--- config.mk ---
export PLATFORM = sky130hd
export DESIGN_NAME = btn_event_counter
export DESIGN_NICKNAME = d
export VERILOG_FILES = /design/src/rtl/btn_event_counter.sv
export SDC_FILE = /design/constraint.sdc
export NUM_CORES = 1
export LEC_CHECK = 0
export CORE_ASPECT_RATIO = 1.75
export CORE_MARGIN = 8
export CORE_UTILIZATION = 60
export CTS_CLUSTER_SIZE = 25
export DETAILED_ROUTE_END_ITERATION = 8
export GPL_TIMING_DRIVEN = 0
export PLACE_DENSITY_LB_ADDON = 0.12
export SYNTH_ARGS = -nofsm -noshare
export SYNTH_HDL_FRONTEND = slang
export SYNTH_SLANG_ARGS = --single-unit
--- constraint.sdc ---
create_clock -name clk -period 5.35 [get_ports clk]
set_input_delay 1.07 -clock clk [delete_from_list [all_inputs] [get_ports clk]]
set_output_delay 1.07 -clock clk [all_outputs]
set_load 0.01 [all_outputs]
--- src/rtl/btn_event_counter.sv ---
// Debounced N_BTN button front end driving an up/down/clear/load counter; HOLD_REPEAT_EN adds INC/DEC auto-repeat.
// Latency: btn_level/btn_press 2+DB_CYCLES clk after a clean input edge, count/wrap one clk after a press.
// Backpressure: none, every command is applied in the cycle after it appears.
module btn_event_counter #(
  parameter int N_BTN         = 5,
  parameter int DB_CYCLES     = 1000000,
  parameter int CNT_W         = 8,
  parameter int REPEAT_DELAY  = 25000000,
  parameter int REPEAT_PERIOD = 5000000
) (
  input  logic             clk,
  input  logic             rst,
  input  logic [N_BTN-1:0] btn_in,
  input  logic [CNT_W-1:0] load_val,
  output logic [N_BTN-1:0] btn_level,
  output logic [N_BTN-1:0] btn_press,
  output logic [CNT_W-1:0] count,
  output logic             wrap
);

  localparam int DB_W = $clog2(DB_CYCLES);
  localparam logic [DB_W-1:0] DB_LAST = DB_W'(DB_CYCLES - 1);

  logic [N_BTN-1:0] sync_q1;
  logic [N_BTN-1:0] sync_q2;
  logic [DB_W-1:0]  db_cnt [N_BTN];
  logic             inc_cmd;
  logic             dec_cmd;
  logic             clr_cmd;
  logic             load_cmd;

  always_ff @(posedge clk or posedge rst) begin
    if (rst) begin
      sync_q1 <= '0;
      sync_q2 <= '0;
    end else begin
      sync_q1 <= btn_in;
      sync_q2 <= sync_q1;
    end
  end

  // Press pulse is raised on the same edge the level rises, so both read 1 together.
  always_ff @(posedge clk or posedge rst) begin
    if (rst) begin
      btn_level <= '0;
      btn_press <= '0;
      for (int i = 0; i < N_BTN; i++) db_cnt[i] <= '0;
    end else begin
      btn_press <= '0;
      for (int i = 0; i < N_BTN; i++) begin
        if (sync_q2[i] == btn_level[i]) begin
          db_cnt[i] <= '0;
        end else if (db_cnt[i] == DB_LAST) begin
          btn_level[i] <= sync_q2[i];
          btn_press[i] <= sync_q2[i];
          db_cnt[i]    <= '0;
        end else begin
          db_cnt[i] <= db_cnt[i] + DB_W'(1);
        end
      end
    end
  end

`ifdef HOLD_REPEAT_EN
  localparam int RPT_MAX = (REPEAT_DELAY > REPEAT_PERIOD) ? REPEAT_DELAY : REPEAT_PERIOD;
  localparam int RPT_W   = $clog2(RPT_MAX + 1);

  logic [RPT_W-1:0] hold_tmr [2];
  logic [1:0]       rpt_phase;
  logic [1:0]       rpt;

  // Phase 0 waits for the initial delay, phase 1 counts out each repeat period.
  always_comb begin
    rpt = '0;
    for (int i = 0; i < 2; i++) begin
      rpt[i] = btn_level[i] &&
               (hold_tmr[i] == (rpt_phase[i] ? RPT_W'(REPEAT_PERIOD) : RPT_W'(REPEAT_DELAY)));
    end
  end

  always_ff @(posedge clk or posedge rst) begin
    if (rst) begin
      rpt_phase <= '0;
      for (int i = 0; i < 2; i++) hold_tmr[i] <= '0;
    end else begin
      for (int i = 0; i < 2; i++) begin
        if (!btn_level[i]) begin
          hold_tmr[i]  <= '0;
          rpt_phase[i] <= 1'b0;
        end else if (rpt[i]) begin
          hold_tmr[i]  <= RPT_W'(1);
          rpt_phase[i] <= 1'b1;
        end else begin
          hold_tmr[i] <= hold_tmr[i] + RPT_W'(1);
        end
      end
    end
  end

  assign inc_cmd = btn_press[0] | rpt[0];
  assign dec_cmd = btn_press[1] | rpt[1];
`else
  assign inc_cmd = btn_press[0];
  assign dec_cmd = btn_press[1];
`endif

  assign clr_cmd  = btn_press[2];
  assign load_cmd = btn_press[3];

  always_ff @(posedge clk or posedge rst) begin
    if (rst) begin
      count <= '0;
      wrap  <= 1'b0;
    end else begin
      wrap <= 1'b0;
      if (clr_cmd) begin
        count <= '0;
      end else if (load_cmd) begin
        count <= load_val;
      end else if (inc_cmd && !dec_cmd) begin
        count <= count + CNT_W'(1);
        wrap  <= (count == '1);
      end else if (dec_cmd && !inc_cmd) begin
        count <= count - CNT_W'(1);
        wrap  <= (count == '0);
      end
    end
  end

endmodule

After elaboration in Yosys (flattened, before gate mapping)
Cells that the tools add are included.

operators by class
  add/subtract/negate cells = 7
  muxes and demuxes = 28
  equal/unequal tests = 11
  reductions and logical operators = 11
  bitwise operators = 5

operator list
  operator                 number
  $mux W20                 10
  $add A20 B1 Y20 const B  5
  $eq A20 B20 Y1 const B   5
  $mux W8                  4
  $mux W1                  14
  $reduce_and A2 Y1        5
  $add A8 B1 Y8 const B    1
  $eq A8 B8 Y1 const B     1
  $logic_not A8 Y1         1
  $sub A8 B1 Y8 const B    1
  $eq A1 B1 Y1             5
  $not A1 Y1               5
  $reduce_bool A4 Y1       1
  $logic_and A1 B1 Y1      2
  $logic_not A1 Y1         2

word-level totals
  bits in registers = 129
  output and inout port bits = 19
  word-level logic and storage cells = 77
  input bits = 15

Depth between registers and ports, before layout
  depth after elaboration = 6
  gate-level depth with buffers = 8
  depth with buffers taken out = 8

Worst setup path before layout
Ideal clock, no wire load.

  path kind = reg2reg
  start = register btn_press[0]
  end = register count[5]
  path buffers = 0
  required time = 5.225 ns
  clock period less this slack = 2.132 ns
  setup slack = 3.218 ns
  library setup time = 0.125 ns
  cell stages (with the launch flop) = 8
  data arrival time = 2.007 ns
  path through = dfrtp_1 ha_1 inv_1 ha_1 a211oi_1 o21ai_0 xnor2_1 a2111oi_0

between the ends
  longest elaborated chain between the ends = 4
  elaborated cells between the ends (all ways) = 7
  those cells by class = 3 x mux; 4 x reduce/logical

ends and longest elaborated chain
  item                               RTL line  text
  from (decl)                        16        output logic [N_BTN-1:0] btn_press,
  from (signal, indexed assignment)  55        btn_press[i] <= sync_q2[i];
  $logic_and A1 B1 Y1                120       end else if (inc_cmd && !dec_cmd) begin
  $mux W8                            120
  $mux W8                            118       end else if (load_cmd) begin
  $mux W8                            116       if (clr_cmd) begin
  to (signal assigned)               119       count <= load_val;
  to (signal assigned)               121       count <= count + CNT_W'(1);
  to (signal assigned)               124       count <= count - CNT_W'(1);
  to (decl)                          17        output logic [CNT_W-1:0] count,

Several ways; a longest one is shown, not always the timed one.
A chain may end at the register's enable or synchronous reset.

Worst setup path in the final report
  start = register count[0]
  end = output port count[0]

No word-level cell between the ends.

==> impl_results.html <==
<table>
<tr><th>Metric</th><th>Value</th></tr>
<tr><th colspan="2">Run status</th></tr>
<tr><td>Run status</td><td>complete, no violations</td></tr>
<tr><th colspan="2">Detailed routing</th></tr>
<tr><td>Wirelength, routed</td><td>13300 um</td></tr>
<tr><td>Detail-routed via count per cell</td><td>5.99</td></tr>
<tr><td>Post-detailed-route DRC marker count</td><td>0</td></tr>
<tr><td>DR WL/cell</td><td>~16 um</td></tr>
<tr><td>Number of vias in the routed layout</td><td>between 5k and 6k</td></tr>
<tr><td>Top routing layer in use</td><td>met4</td></tr>
<tr><td>DRT iter0 DRCs</td><td>about 180</td></tr>
<tr><td>Total met2 wirelength after detailed routing</td><td>approximately 7300 um</td></tr>
<tr><td>Total met3 wirelength after detailed routing</td><td>537 um</td></tr>
<tr><td>Wire length on met1</td><td>a little over 5000 um</td></tr>
<tr><td>Antenna-violating nets left</td><td>0</td></tr>
<tr><td>1st-pass router iterations</td><td>4</td></tr>
<tr><th colspan="2">Clock tree</th></tr>
<tr><td>Clock insertion delay at the later pin of the skew report</td><td>about 400 ps</td></tr>
<tr><td>Sink count of the clock tree</td><td>roughly 130</td></tr>
<tr><td>Post-CTS setup buffer count</td><td>0</td></tr>
<tr><td>Cell at the root of the clock tree</td><td>clkbuf_16</td></tr>
<tr><td>Maximum number of buffers from clock root to sink</td><td>2</td></tr>
<tr><td>TritonCTS clock tree</td><td>built</td></tr>
<tr><td>Number of buffers created by CTS</td><td>17</td></tr>
<tr><td>H-tree depth</td><td>4</td></tr>
<tr><td>Hold buffers post-CTS</td><td>0</td></tr>
<tr><td>Clock-pin transition on the worst setup and hold timing paths</td><td>around 60 ps</td></tr>
<tr><td>Post-cts gate resize count</td><td>0</td></tr>
<tr><th colspan="2">Worst setup path</th></tr>
<tr><td>Category of cells accounting for the largest share of critical-path delay</td><td>buffers and inverters</td></tr>
<tr><td>Max Fanout on Critical Path</td><td>7</td></tr>
<tr><td>Worst R2R End</td><td>count[5]</td></tr>
<tr><td>Logic depth of the worst register-to-register path</td><td>8</td></tr>
<tr><td>Delay of the slowest critical-path stage</td><td>a little over 600 ps</td></tr>
<tr><td>Worst path slowest cell</td><td>clkdlybuf4s50_1</td></tr>
<tr><td>Worst Setup SP</td><td>count[0]</td></tr>
<tr><td>Reg2reg start</td><td>btn_press[1]</td></tr>
<tr><td>Kind of launch point of the worst setup path</td><td>flop</td></tr>
<tr><td>Cell-by-cell trace of the critical path</td><td>clkdlybuf4s50_1</td></tr>
<tr><td>Endpoint required time on the critical path</td><td>around 4300 ps</td></tr>
<tr><td>Number of buffers and inverters on the critical path</td><td>1</td></tr>
<tr><td>CP endpoint</td><td>count[0]</td></tr>
<tr><td>Setup slack on the worst flop-to-flop path</td><td>between 2000 and 3000 ps</td></tr>
<tr><td>Worst setup path class</td><td>flop to output pin</td></tr>
<tr><td>Critical path data arrival time</td><td>1540 ps</td></tr>
<tr><td>Cell count along the critical path</td><td>1</td></tr>
<tr><td>CP Capture Type</td><td>output pin</td></tr>
<tr><th colspan="2">Floorplanning</th></tr>
<tr><td>Starting density of the core</td><td>0.610</td></tr>
<tr><td>Core region area</td><td>10600 um^2</td></tr>
<tr><td>Y dimension of the die</td><td>between 150 and 200 um</td></tr>
<tr><td>Number of top-level pins</td><td>34</td></tr>
<tr><td>DIE AREA</td><td>between 10000 and 15000 um^2</td></tr>
<tr><td>Overall die width</td><td>approximately 95 um</td></tr>
<tr><td>Placement Rows</td><td>50</td></tr>
<tr><th colspan="2">Synth</th></tr>
<tr><td>Largest area contributor in the netlist</td><td>dfrtp_1</td></tr>
<tr><td>Post-synthesis net count</td><td>roughly 690</td></tr>
<tr><td>Leading register cell type out of synthesis</td><td>dfrtp_1</td></tr>
<tr><td>Sequential area share after synthesis</td><td>0.497</td></tr>
<tr><td>Cell area after synthesis</td><td>6490 um^2</td></tr>
<tr><td>Top cell type's share of synthesized area</td><td>0.497</td></tr>
<tr><td>Library cells used by synthesis</td><td>51</td></tr>
<tr><td>Number of flops mapped to enable cells by yosys</td><td>0</td></tr>
<tr><td>Most used standard cell by instance count after synthesis</td><td>dfrtp_1</td></tr>
<tr><td>Synth area leaders</td><td>dfrtp_1 (50%), xnor2_1 (4.6%), nor2_1 (4.5%)</td></tr>
<tr><td>Synthesis Warnings</td><td>0</td></tr>
<tr><td>Ranking of synthesized cells by instance count</td><td>dfrtp_1 (129), nor2_1 (78), a21oi_1 (41), nand3_1 (41), nand2_1 (35)</td></tr>
<tr><td>Number of instances in the synthesized netlist</td><td>between 600 and 700</td></tr>
<tr><td>Count of state elements after synthesis</td><td>between 100 and 150</td></tr>
<tr><td>Async set-reset flop share out of synthesis</td><td>1.00</td></tr>
<tr><td>Syn_area_per_cell</td><td>9.86 um^2</td></tr>
<tr><th colspan="2">Power</th></tr>
<tr><td>Power Density</td><td>between 200 and 300 nW/um^2</td></tr>
<tr><td>Total design power</td><td>around 2100 uW</td></tr>
<tr><td>Switching power summed over all nets</td><td>about 470 uW</td></tr>
<tr><td>Part of the total power dissipated in sequential elements</td><td>0.470</td></tr>
<tr><td>Maximum resistive drop on vdd</td><td>about 0.24 mV</td></tr>
<tr><td>P_leak</td><td>approximately 0.0030 uW</td></tr>
<tr><td>Part of the power in combinational logic</td><td>0.031</td></tr>
<tr><td>Proportion of power drawn by the clock network</td><td>0.499</td></tr>
<tr><td>Net switching fraction of the power</td><td>0.221</td></tr>
<tr><td>Internal power consumption</td><td>~1700 uW</td></tr>
<tr><th colspan="2">Timing</th></tr>
<tr><td>Unrepaired setup endpoints after global routing</td><td>no</td></tr>
<tr><td>Highest clock rate</td><td>383 MHz</td></tr>
<tr><td>Period utilization</td><td>0.488</td></tr>
<tr><td>Number of hold violations in the final report</td><td>0</td></tr>
<tr><td>Shortest period the worst path allows</td><td>around 2600 ps</td></tr>
<tr><td>Final setup violation count</td><td>0</td></tr>
<tr><td>Final Max Slew Viols</td><td>0</td></tr>
<tr><td>Actual transition at the worst max-transition pin</td><td>645 ps</td></tr>
<tr><td>Post-Route Skew</td><td>7.08 ps</td></tr>
<tr><td>Smallest hold slack</td><td>349 ps</td></tr>
<tr><td>Worst slew margin relative to its limit</td><td>0.567</td></tr>
<tr><th colspan="2">Cells and area</th></tr>
<tr><td>Diode count</td><td>0</td></tr>
<tr><td>Layout Nets</td><td>~740</td></tr>
<tr><td>Design area</td><td>roughly 7600 um^2</td></tr>
<tr><td>Final cell count without fillers</td><td>854</td></tr>
<tr><td>Fill cell total of the finished layout</td><td>~800</td></tr>
<tr><td>Growth of design area from synthesis to finish</td><td>16.7%</td></tr>
<tr><td>Multi-input gate area in the final layout</td><td>3090 um^2</td></tr>
<tr><td>Sequential standard cell area</td><td>~3200 um^2</td></tr>
<tr><td>Final core utilization</td><td>0.712</td></tr>
<tr><td>Proportion of layout cells with a drive suffix above 1</td><td>0.0801</td></tr>
<tr><th colspan="2">Hold path</th></tr>
<tr><td>Min-delay worst type</td><td>flop to flop</td></tr>
<tr><th colspan="2">Place</th></tr>
<tr><td>RD Place Congestion</td><td>0.853</td></tr>
<tr><td>Half-perimeter wire length of the detailed placement result</td><td>approximately 9600 um</td></tr>
<tr><td>Placed standard-cell area</td><td>between 7000 and 8000 um^2</td></tr>
<tr><td>Number of cells in the design after placement</td><td>822</td></tr>
<tr><td>Number of buffer cells added on primary ports</td><td>33</td></tr>
<tr><th colspan="2">Global route</th></tr>
<tr><td>Overall overflow remaining after global route</td><td>0</td></tr>
<tr><td>First-pass GRT wire length</td><td>roughly 23000 um</td></tr>
<tr><td>Initial antenna violation count</td><td>0</td></tr>
<tr><td>Largest net degree at the start of global routing</td><td>around 80</td></tr>
<tr><td>Via count of the first global-routing pass</td><td>5200</td></tr>
<tr><td>Global-route usage over all layers</td><td>0.195</td></tr>
<tr><th colspan="2">Run</th></tr>
<tr><td>Max-cap violation count</td><td>0</td></tr>
</table>
through the flow:
step           setup TNS (ps)  setup WS (ps)
3_3_place_gp          -106450           -837
2_1_floorplan               0            839
3_5_place_dp                0           2870
4_1_cts                     0           2710
5_1_grt                     0           2600
6_report                    0           2740
metal layers:
metal / global-route usage / vias up
met1: 0.201 / 2511
li1: - / 2484
met5: 0 / -
met3: 0.0463 / 28
met4: 0.0928 / 0
met2: 0.353 / 93
cell usage in the layout, fill, tap and decap left out, types with 21 or more instances in the layout:
cell type / Yosys / layout
nand2_1: 35 / 35
o21ai_0: 22 / 22
or3_1: 25 / 25
a21oi_1: 41 / 41
clkdlybuf4s50_1: 0 / 33
nand4_1: 23 / 23
xnor2_1: 34 / 34
nor2_1: 78 / 78
dfrtp_1: 129 / 129
xor2_1: 32 / 32
inv_1: 22 / 21
nand3_1: 41 / 41
kinds of logic (layout without fill, tap and decap cells):
kind of cell | Yosys count | after routing | synth area share
AOI/OAI and AO/OA | 98 | 98 | 0.0926
xor gates and xnor gates | 66 | 66 | 0.0891
adders and majority gates | 15 | 15 | 0.0301
buffers and inverters | 42 | 108 | 0.0262
DFF | 129 | 129 | 0.497
muxes | 8 | 8 | 0.0133
and+or+nand+nor | 300 | 300 | 0.251
worst min-delay path by stage:
stage / start / to / slack [ps] / cells after the start
CTS: sync_q1[4] / sync_q2[4] / 350 / 0
floorplan: sync_q1[0] / sync_q2[0] / 330 / 0
finish: sync_q1[4] / sync_q2[4] / 350 / 0
global placement: sync_q1[3] / sync_q2[3] / 330 / 0
global route: sync_q1[4] / sync_q2[4] / 360 / 0
detailed placement: sync_q1[4] / sync_q2[4] / 340 / 0
sequential cells by signal, indices dropped and copies added, names as in the netlist:
signal / cells
btn_press: 5
sync_q2: 5
sync_q1: 5
db_cnt: 100
btn_level: 5
wrap: 1
count: 8
power by group through the flow:
| stage | sequential (uW) | clock [uW] | combinational, uW |
|---|---|---|---|
| after global placement | 1020 | 0 | 63.4 |
| after floorplan | 1020 | 0 | 42.3 |
| after detailed placement | 1020 | 0 | 68.0 |
| final | 1000 | 1070 | 65.9 |
| after CTS | 1000 | 1090 | 68.4 |
| after global routing | 1000 | 1130 | 76.2 |
cell type report:
cell class / count / share of cell area
flip-flops and latches: 129 / 0.426
plain buffers: 20 / 0.0116
well taps: 130 / 0.0215
multi-input cells: 487 / 0.408
inverters: 22 / 0.0116
clock buffers: 19 / 0.0585
repair buffers: 34 / 0.0473
clock inverters: 13 / 0.0149
No activity file was read; power rests on OpenSTA's default activity.
